===== config.mk =====
export PLATFORM = sky130hd
export DESIGN_NAME = vga_framebuffer_writer
export DESIGN_NICKNAME = d
export VERILOG_FILES = /design/src/rtl/vga_framebuffer_writer.sv
export SDC_FILE = /design/constraint.sdc
export NUM_CORES = 1
export LEC_CHECK = 0
export ABC_AREA = 1
export BUFFER_PORTS_ARGS = -buffer_cell sky130_fd_sc_hd__buf_2
export CELL_PAD_IN_SITES_DETAIL_PLACEMENT = 1
export CELL_PAD_IN_SITES_GLOBAL_PLACEMENT = 2
export CORE_ASPECT_RATIO = 0.6
export CORE_MARGIN = 2
export CORE_UTILIZATION = 24
export CTS_BUF_LIST = sky130_fd_sc_hd__clkbuf_8 sky130_fd_sc_hd__clkbuf_16
export DETAILED_ROUTE_END_ITERATION = 10
export GPL_TIMING_DRIVEN = 0
export PLACE_DENSITY_LB_ADDON = 0.25
export SYNTH_ARGS = -nofsm -noshare
export SYNTH_HDL_FRONTEND = slang
export SYNTH_SLANG_ARGS = --single-unit
export TNS_END_PERCENT = 1

===== constraint.sdc =====
create_clock -name clk -period 5.6 [get_ports clk]
set_clock_uncertainty 0.15 [all_clocks]
set_input_delay 0.28 -clock clk [delete_from_list [all_inputs] [get_ports clk]]
set_output_delay 0.28 -clock clk [all_outputs]
set_load 0.03 [all_outputs]

===== src/rtl/vga_framebuffer_writer.sv =====
// Rectangle fill engine: accepts a rectangle command, then streams incoming
// pixels into a linear framebuffer (addr = y*H_RES + x), row-major order.
module vga_framebuffer_writer #(
    parameter int H_RES  = 640,
    parameter int V_RES  = 480,
    parameter int DATA_W = 8
) (
    input  logic              clk,
    input  logic              rst_n,
    input  logic              cmd_valid,
    output logic              cmd_ready,
    input  logic [9:0]        cmd_x0,
    input  logic [9:0]        cmd_y0,
    input  logic [9:0]        cmd_w,
    input  logic [9:0]        cmd_h,
    input  logic              pix_valid,
    output logic              pix_ready,
    input  logic [DATA_W-1:0] pix_data,
    output logic              fb_we,
    output logic [18:0]       fb_addr,
    output logic [DATA_W-1:0] fb_data,
    input  logic              abort,
    output logic              busy,
    output logic              done,
    output logic              err
);

    localparam int          ADDR_W = 19;
    localparam logic [10:0] H_LIM  = 11'(H_RES);
    localparam logic [10:0] V_LIM  = 11'(V_RES);
    localparam logic [18:0] H_STEP = 19'(H_RES);

    typedef enum logic [1:0] {
        IDLE = 2'd0,
        RUN  = 2'd1,
        DONE = 2'd2
    } state_t;

    state_t state, state_nx;

    // Latched rectangle geometry and walk position
    logic [9:0]        x0_q;
    logic [9:0]        w_q;
    logic [9:0]        h_q;
    logic [9:0]        col_q;
    logic [9:0]        row_q;
    logic [ADDR_W-1:0] row_base_q;

    // Handshakes and command qualification
    logic              cmd_hs;
    logic              pix_hs;
    logic [10:0]       x_end;
    logic [10:0]       y_end;
    logic              cmd_bad;
    logic              cmd_accept;
    logic              last_col;
    logic              last_row;
    logic              in_frame;
    logic [ADDR_W-1:0] row_base_init;

    // y*H_RES as a sum of shifted copies of y, one per set bit of H_RES
    // (640 -> y<<9 + y<<7), so no multiplier is inferred.
    function automatic logic [ADDR_W-1:0] mul_h_res(input logic [9:0] y);
        logic [ADDR_W-1:0] acc;
        acc = '0;
        for (int unsigned i = 0; i < ADDR_W; i++) begin
            if (((H_RES >> i) & 1) != 0) begin
                acc = acc + (ADDR_W'(y) << i);
            end
        end
        return acc;
    endfunction

    // Handshake and bounds decode; end coordinates kept at 11 bits so
    // x0+w cannot wrap before the comparison.
    always_comb begin
        cmd_hs        = cmd_valid && cmd_ready;
        pix_hs        = pix_valid && pix_ready;
        x_end         = {1'b0, cmd_x0} + {1'b0, cmd_w};
        y_end         = {1'b0, cmd_y0} + {1'b0, cmd_h};
        cmd_bad       = (cmd_w == '0) || (cmd_h == '0) ||
                        (x_end > H_LIM) || (y_end > V_LIM);
        cmd_accept    = cmd_hs && !cmd_bad;
        last_col      = (col_q == (w_q - 10'd1));
        last_row      = (row_q == (h_q - 10'd1));
        in_frame      = (({1'b0, x0_q} + {1'b0, col_q}) < H_LIM);
        row_base_init = mul_h_res(cmd_y0) + ADDR_W'(cmd_x0);
    end

    // Combinational status / ready outputs derived from the state
    always_comb begin
        cmd_ready = 1'b0;
        pix_ready = 1'b0;
        busy      = 1'b0;
        case (state)
            IDLE:    cmd_ready = 1'b1;
            RUN: begin
                pix_ready = !abort;
                busy      = 1'b1;
            end
            default: ;
        endcase
    end

    // State register
    always_ff @(posedge clk or negedge rst_n) begin
        if (!rst_n) begin
            state <= IDLE;
        end else begin
            state <= state_nx;
        end
    end

    // Next-state logic
    always_comb begin
        state_nx = state;
        case (state)
            IDLE: begin
                if (cmd_accept) begin
                    state_nx = RUN;
                end
            end
            RUN: begin
                if (abort) begin
                    state_nx = IDLE;
                end else if (pix_hs && last_col && last_row) begin
                    state_nx = DONE;
                end
            end
            DONE:    state_nx = IDLE;
            default: state_nx = IDLE;
        endcase
    end

    // Geometry latch on accept; column/row walk on each pixel handshake
    always_ff @(posedge clk or negedge rst_n) begin
        if (!rst_n) begin
            x0_q       <= '0;
            w_q        <= '0;
            h_q        <= '0;
            col_q      <= '0;
            row_q      <= '0;
            row_base_q <= '0;
        end else if (state == IDLE) begin
            if (cmd_accept) begin
                x0_q       <= cmd_x0;
                w_q        <= cmd_w;
                h_q        <= cmd_h;
                col_q      <= '0;
                row_q      <= '0;
                row_base_q <= row_base_init;
            end
        end else if (pix_hs) begin
            if (last_col) begin
                col_q      <= '0;
                row_q      <= row_q + 10'd1;
                row_base_q <= row_base_q + H_STEP;
            end else begin
                col_q      <= col_q + 10'd1;
            end
        end
    end

    // Framebuffer write port: one-cycle registered copy of each handshake;
    // address/data hold between writes.
    always_ff @(posedge clk or negedge rst_n) begin
        if (!rst_n) begin
            fb_we   <= 1'b0;
            fb_addr <= '0;
            fb_data <= '0;
        end else begin
            fb_we <= pix_hs && in_frame;
            if (pix_hs) begin
                fb_addr <= row_base_q + ADDR_W'(col_q);
                fb_data <= pix_data;
            end
        end
    end

    // Completion and rejection pulses, each one cycle wide
    always_ff @(posedge clk or negedge rst_n) begin
        if (!rst_n) begin
            done <= 1'b0;
            err  <= 1'b0;
        end else begin
            done <= (state == DONE);
            err  <= cmd_hs && cmd_bad;
        end
    end

endmodule


==> results of run 1 <==
## report_power, final
part	total (mW)	internal [mW]	switching, mW
sequential	1.30	1.02	0.274
combinational	1.68	0.611	1.07
clock	0.824	0.509	0.314
total	3.80	2.14	1.66
## kinds of logic (layout without fill, tap and decap cells)
group | Yosys count | count (layout) | share of synthesized area
buffers and inverters | 171 | 282 | 0.09240
multiplexers | 1 | 1 | 0.001313
flip-flops | 101 | 101 | 0.3315
AND/OR/NAND/NOR | 513 | 513 | 0.2831
XOR/XNOR | 61 | 61 | 0.07008
adder cells (fa/ha/maj) | 68 | 68 | 0.1165
AO/OA/AOI/OAI | 151 | 151 | 0.1050
## worst reg2reg max path, delay by kind of cell, from the launching register on
family          cells  cell delay, ps
flops               1             520
xor+xnor            1             250
simple gates        3             450
compound gates      3             820
fa+ha+maj           2             620
buf+inv             2             210
## final cells by class
cell class / instances / area [um2] / area share
multi-input cells: 794 / 4392 / 0.4839
flip-flops and latches: 101 / 2527 / 0.2785
inverters: 147 / 551.8 / 0.06080
repair buffers: 95 / 549.3 / 0.06053
well taps: 416 / 520.5 / 0.05736
clock buffers: 11 / 252.7 / 0.02785
plain buffers: 24 / 152.6 / 0.01682
clock inverters: 5 / 128.9 / 0.01420
## layout by cell type, fill, tap and decap left out, drive strengths merged, types with 2 or more instances in the layout
cell type and instances:
nor4 2, o21ai 87, or2 8, buf 99, dfrtp 101, nor2 87
o31ai 2, clkbuf 22, bufinv 4, inv 148, xnor2 22, fa 5
xor2 39, ha 63, nand3 56, a21o 3, o22ai 2, a31oi 8
nor3 20, dlygate4sd3 9, nand4 16, nand3b 6, a21oi 42, nand2 318
## registers in the layout, summed over array words and instances, names as in the netlist, 2 cells and up
register	count
col_q	10
fb_addr	19
fb_data	8
h_q	10
row_base_q	19
row_q	10
state	2
w_q	10
x0_q	10
## layer usage
layer / routed length [um] / GRT usage / part of all wire / vias to the layer above
li1: - / - / - / 3620
met1: 14440 / 0.2515 / 0.57 / 3340
met2: 10260 / 0.2343 / 0.40 / 65
met3: 653 / 0.02764 / 0.026 / 12
met4: 193 / 0.02232 / 0.0076 / 0
met5: 0 / 0 / 0 / -
## timing repair
item                      4_1_cts  5_1_grt
buffers inserted                0        0
hold endpoints to repair       52        0
hold buffers                    9        0
## per-stage QoR
step | total power [mW] | utilization | hold slack, ps | instance area, um2 | std cells
2_1_floorplan | 2.449 | - | -165.6 | 7624 | 1066
3_3_place_gp | 2.969 | 0.2745 | 307.6 | 8569 | 1567
3_5_place_dp | 3.001 | 0.2756 | 111.6 | 8603 | 1568
4_1_cts | 3.852 | 0.2907 | 40.29 | 9075 | 1593
5_1_grt | 4.159 | 0.2907 | 40.92 | 9075 | 1593
6_report | 3.799 | 0.2907 | 54.12 | 9075 | 1593
## worst max-delay path by stage
stage,from,end,slack [ps],cells past startpoint
floorplan,cmd_x0[9],row_base_q[16]$_DFFE_PN0P_,3140,11
global placement,cmd_y0[0],row_base_q[13]$_DFFE_PN0P_,2150,19
detailed placement,cmd_y0[0],row_base_q[13]$_DFFE_PN0P_,2110,19
CTS,col_q[0]$_DFFE_PN0P_,fb_addr[12]$_DFFE_PN0P_,2420,11
global route,col_q[0]$_DFFE_PN0P_,fb_addr[12]$_DFFE_PN0P_,2130,11
finish,col_q[0]$_DFFE_PN0P_,fb_addr[12]$_DFFE_PN0P_,2460,11
==> flow_summary.ini, run 1 <==
[outcome]
status = finished, final reports clean

[sta]
drv_slew = 0
fin_ws_ps = 2463
layout_min_cycle_time_ps = 3137
max_freq_ghz = 0.3188
finalSetupViolations = 0
hold_viol = 0
fin_tns_setup_ps = 0
fin_crit_sh = 0.5601
rsz0062_at_grt = no
tightest_slew_ps = 878.1
slew_headroom = 0.4101

[floorplanning]
dieArea_um2 = 33250
start_util = 0.2442
fp-row-count = 50
die_x_um = 234.1
die_h_um = 142.1
core_um2 = 31220
io_pins = 86

[finish]
area_growth_syn_to_layout_pct = 19.04
antennaDiodeCount = 0
fillers = 3841
drive_above_1_share = 0.1130
final_nets = 1293

[yosys]
synth_area_um2 = 7624
synth_area_leader_cell = dfrtp_1
synth_common_cells = nand2_1, inv_1, dfrtp_1
synth_seq_cells = 101
ys_async_sr_fraction = 1.000
syn-num-nets = 1187
synth.most_common_cell = nand2_1
synth_edf_count = 0
synth_area_per_cell_um2 = 7.152
yosysWarnings = 0
synth.area.top_cells = dfrtp_1, nand2_1, ha_1
ys_types = 41
synth_ff_type = dfrtp_1
ys_seq_area_frac = 0.3315
synth.top_cell.area_share = 0.3315
syn_inst = 1066

[grt]
grt_overflow_total = 0
grt_max_degree = 58
grt_pass1_vias = 7344
grt_usage = 0.1616
antenna_found_initial = 0
grt_pass1_wl_um = 41750

[place]
gp_congestion = 0.7826
dp_hpwl_um = 20710
place_ws_ps = 2105
portBuffers = 85

[clock_network]
insertion_delay_ps = 360
cts.sinks = 101
clockBufferDepth = 2
cts-resized-gates = 0
cts.htree.levels = 3
cts-buffers-inserted = 9
tritoncts = done
clk_pin_slew_worst_paths_ps = 80
root_buffer = clkbuf_16

[critical_path]
cp_slowest_cell = dfrtp_1
r2r-end = fb_addr[12]$_DFFE_PN0P_
r2r-start = col_q[0]$_DFFE_PN0P_
r2r_slack_ps = 2460
max_stage_delay_ps = 520
path_buf_inv = 2
critPathLaunchType = flip-flop
reg2reg_depth = 11
arrival_ps = 3210
worstSetupEndpointType = flip-flop
cp_top_family = compound AO/OA/AOI/OAI gates
critPathKind = flip-flop to flip-flop
cp_max_fo = 7
crit_required_ps = 5680
path_cells = ha_1, inv_1, fa_1, nand3b_1, a21oi_1, nor2_1, o21ai_0, inv_1, nor2_1, xor2_1, o21ai_0

[flow_run]
drv_cap = 0

[drt]
wl_um = 25540
vias_per_cell = 4.417
first_pass_iters = 4
drcViolationCount = 0
wl_per_cell_um = 16.04
vias = 7037
ant_nets = 0
drtIter0Drc = 301

[power]
leakage_nw = 4.741
powerDensity_nw_per_um2 = 418.6
ir_drop_v = 0.0001339

[worst_hold_path]
hold_start = cmd_w[8]
hold_class = input port to flip-flop
holdPathStages = 3
worst_hold_path.endpoint = w_q[8]$_DFFE_PN0P_
Power figures use the tool's default switching activity.
==> inputs of run 2 (changes only) <==
--- a/config.mk
+++ b/config.mk
@@ -5,7 +5,7 @@
 export SDC_FILE = /design/constraint.sdc
 export NUM_CORES = 1
 export LEC_CHECK = 0
-export ABC_AREA = 1
+export ABC_AREA = 0
 export BUFFER_PORTS_ARGS = -buffer_cell sky130_fd_sc_hd__buf_2
 export CELL_PAD_IN_SITES_DETAIL_PLACEMENT = 1
 export CELL_PAD_IN_SITES_GLOBAL_PLACEMENT = 2
==> constraint.sdc (replaced) <==
create_clock -name clk -period 3.2 [get_ports clk]
set_clock_uncertainty 0.15 [all_clocks]
set_input_delay 0.16 -clock clk [delete_from_list [all_inputs] [get_ports clk]]
set_output_delay 0.16 -clock clk [all_outputs]
set_load 0.03 [all_outputs]
==> run 2 against run 1 <==
  * Via count fell by 7.1%
  * Flip-flop and latch count did not move
  * Routed wire length fell by 3.5%
  * Sequential power rose by 72%
  * Synthesized cell count fell by 25%
==> flow_summary.ini, run 2 <==
[yosys]
ys_seq_area_frac = 0.3434
synth.area.top_cells = dfrtp_1, ha_1, mux2_2
synth_area_um2 = 7360
synth_area_leader_cell = dfrtp_1
ys_types = 78
ys_async_sr_fraction = 1.000
yosysWarnings = 0
syn-num-nets = 923
synth_seq_cells = 101
synth.top_cell.area_share = 0.3434
synth_common_cells = dfrtp_1, nand2_1, ha_1
synth_edf_count = 0
synth_area_per_cell_um2 = 9.177
synth.most_common_cell = dfrtp_1
syn_inst = 802
synth_ff_type = dfrtp_1

[floorplanning]
start_util = 0.2450
die_x_um = 230.1
die_h_um = 139.6
dieArea_um2 = 32130
fp-row-count = 49
core_um2 = 30040
io_pins = 86

[worst_hold_path]
hold_class = input port to flip-flop

[grt]
grt_max_degree = 64
antenna_found_initial = 0
grt_overflow_total = 0
grt_usage = 0.1559
grt_pass1_vias = 6463
grt_pass1_wl_um = 38760

[critical_path]
cp_top_family = simple AND/OR/NAND/NOR gates
cp_max_fo = 9
critPathKind = flip-flop to flip-flop
path_cells = inv_1, ha_1, or3b_1, clkbuf_2, a21bo_2, o221ai_1, o31a_1, a211oi_4, nor3_2, nand2_1, mux2i_1
crit_required_ps = 3340
worstSetupEndpointType = flip-flop
cp_slowest_cell = nor3_2
critPathLaunchType = flip-flop
path_buf_inv = 2
arrival_ps = 3170
max_stage_delay_ps = 530

[drt]
wl_per_cell_um = 18.25
vias = 6535
vias_per_cell = 4.837
wl_um = 24650
first_pass_iters = 4
drcViolationCount = 0
drtIter0Drc = 406
ant_nets = 0

[clock_network]
root_buffer = clkbuf_16
cts-buffers-inserted = 9
cts_setup_buffers = 0
cts.sinks = 101
cts.htree.levels = 3
clk_pin_slew_worst_paths_ps = 70
insertion_delay_ps = 370
clockBufferDepth = 2
tritoncts = done

[sta]
fin_tns_setup_ps = 0
layout_min_cycle_time_ps = 3033
rsz0062_at_grt = yes
fin_crit_sh = 0.9479
finalSetupViolations = 0
tightest_slew_ps = 665.5
slew_headroom = 0.5539
hold_viol = 0
drv_slew = 0
max_freq_ghz = 0.3297

[finish]
area_growth_syn_to_layout_pct = 23.29
fillers = 3546
final_area_um2 = 9074
drive_above_1_share = 0.1911
finalNonFillerCells = 1351
regArea_um2 = 2529
multi_input_area_um2 = 4621
final_common_cell = dfrtp_1
reg.largest.list = fb_addr x19, row_base_q x19
mostFrequentLayoutCells = dfrtp_1, nand2_1, buf_2
final_util = 0.3020
final_nets = 1058

[power]
powerDensity_nw_per_um2 = 679.2
ir_drop_v = 0.0002702
leakage_nw = 4.057

[flow_run]
drv_cap = 0

[place]
dp_cells = 1296
post_dp_cell_area_um2 = 8325
gp_congestion = 0.7565
dp_hpwl_um = 19350
portBuffers = 85

[outcome]
status = finished, final reports clean
==> run 2: logic make-up after synthesis <==
| kind of cell | Yosys count | share of synthesized area |
|---|---|---|
| AND/OR/NAND/NOR | 273 | 0.1824 |
| AO/OA/AOI/OAI | 210 | 0.1953 |
| flip-flops | 101 | 0.3434 |
| adder cells (fa/ha/maj) | 68 | 0.1207 |
| buffers and inverters | 58 | 0.03536 |
| XOR/XNOR | 49 | 0.05831 |
| multiplexers | 43 | 0.06443 |
==> run 2: worst reg2reg max path, stage by stage (launching register included) <==
cell and delay, ps:
dfrtp_1 420, inv_1 80, ha_1 170, or3b_1 350
clkbuf_2 180, a21bo_2 240, o221ai_1 180, o31a_1 300
a211oi_4 90, nor3_2 530, nand2_1 130, mux2i_1 150
==> run 2: final timing paths <==
| kind | slack (ps) | end | cells after the start | start |
|---|---|---|---|---|
| max in group asynchronous | 1980 | w_q[8]$_DFFE_PN0P_ | 3 | rst_n |
| hold / removal | 30 | x0_q[4]$_DFFE_PN0P_ | 2 | cmd_x0[4] |
| min in group asynchronous | 170 | fb_data[2]$_DFFE_PN0P_ | 2 | rst_n |
| setup reg to reg | 170 | col_q[4]$_DFFE_PN0P_ | 11 | w_q[0]$_DFFE_PN0P_ |
| setup / recovery | 170 | col_q[4]$_DFFE_PN0P_ | 11 | w_q[0]$_DFFE_PN0P_ |
| hold reg to reg | 300 | done$_DFF_PN0_ | 1 | state[0]$_DFFE_PN0P_ |
==> run 2: cell type report <==
class                      instances  share of cell area
multi-input combinational        643              0.5092
timing repair buffer             124             0.09211
antenna                            1           0.0002758
buffer                            29             0.01710
inverter                          29             0.01241
clock buffer                      10             0.02634
clock inverter                     6            0.007584
tap                              408             0.05626
sequential                       101              0.2787
==> run 2: through the flow <==
| step | worst slack, ps | total power [mW] | hold slack, ps |
|---|---|---|---|
| 6_report | 166.7 | 6.163 | 30.64 |
| 5_1_grt | -24.26 | 6.668 | 15.66 |
| 4_1_cts | 0.8658 | 6.216 | 13.09 |
| 3_5_place_dp | -431.3 | 4.949 | 43.37 |
| 3_3_place_gp | -445.0 | 4.889 | 205.3 |
| 2_1_floorplan | 367.3 | 4.077 | -285.6 |
==> run 2: power breakdown <==
| group | switching (mW) | total, mW | internal (mW) |
|---|---|---|---|
| clock network | 0.539 | 1.17 | 0.634 |
| registers | 0.490 | 2.23 | 1.74 |
| logic | 1.61 | 2.76 | 1.15 |
==> run 2: metal layers <==
layer  up-vias  share of wire  GRT usage
met1      3199           0.59     0.2615
met4         0         0.0023    0.02954
met3         2          0.036    0.02398
met2        95           0.37     0.2010
met5         -              0          0
li1       3239              -          -
==> run 2: what timing repair did <==
item                                   in CTS  in global routing
setup endpoints to repair                   7                 34
endpoints found under the hold margin      80                  0
pin swaps                                   0                  2
hold buffers                               38                  0
gates cloned                                0                  0
gates resized for setup                     2                 17
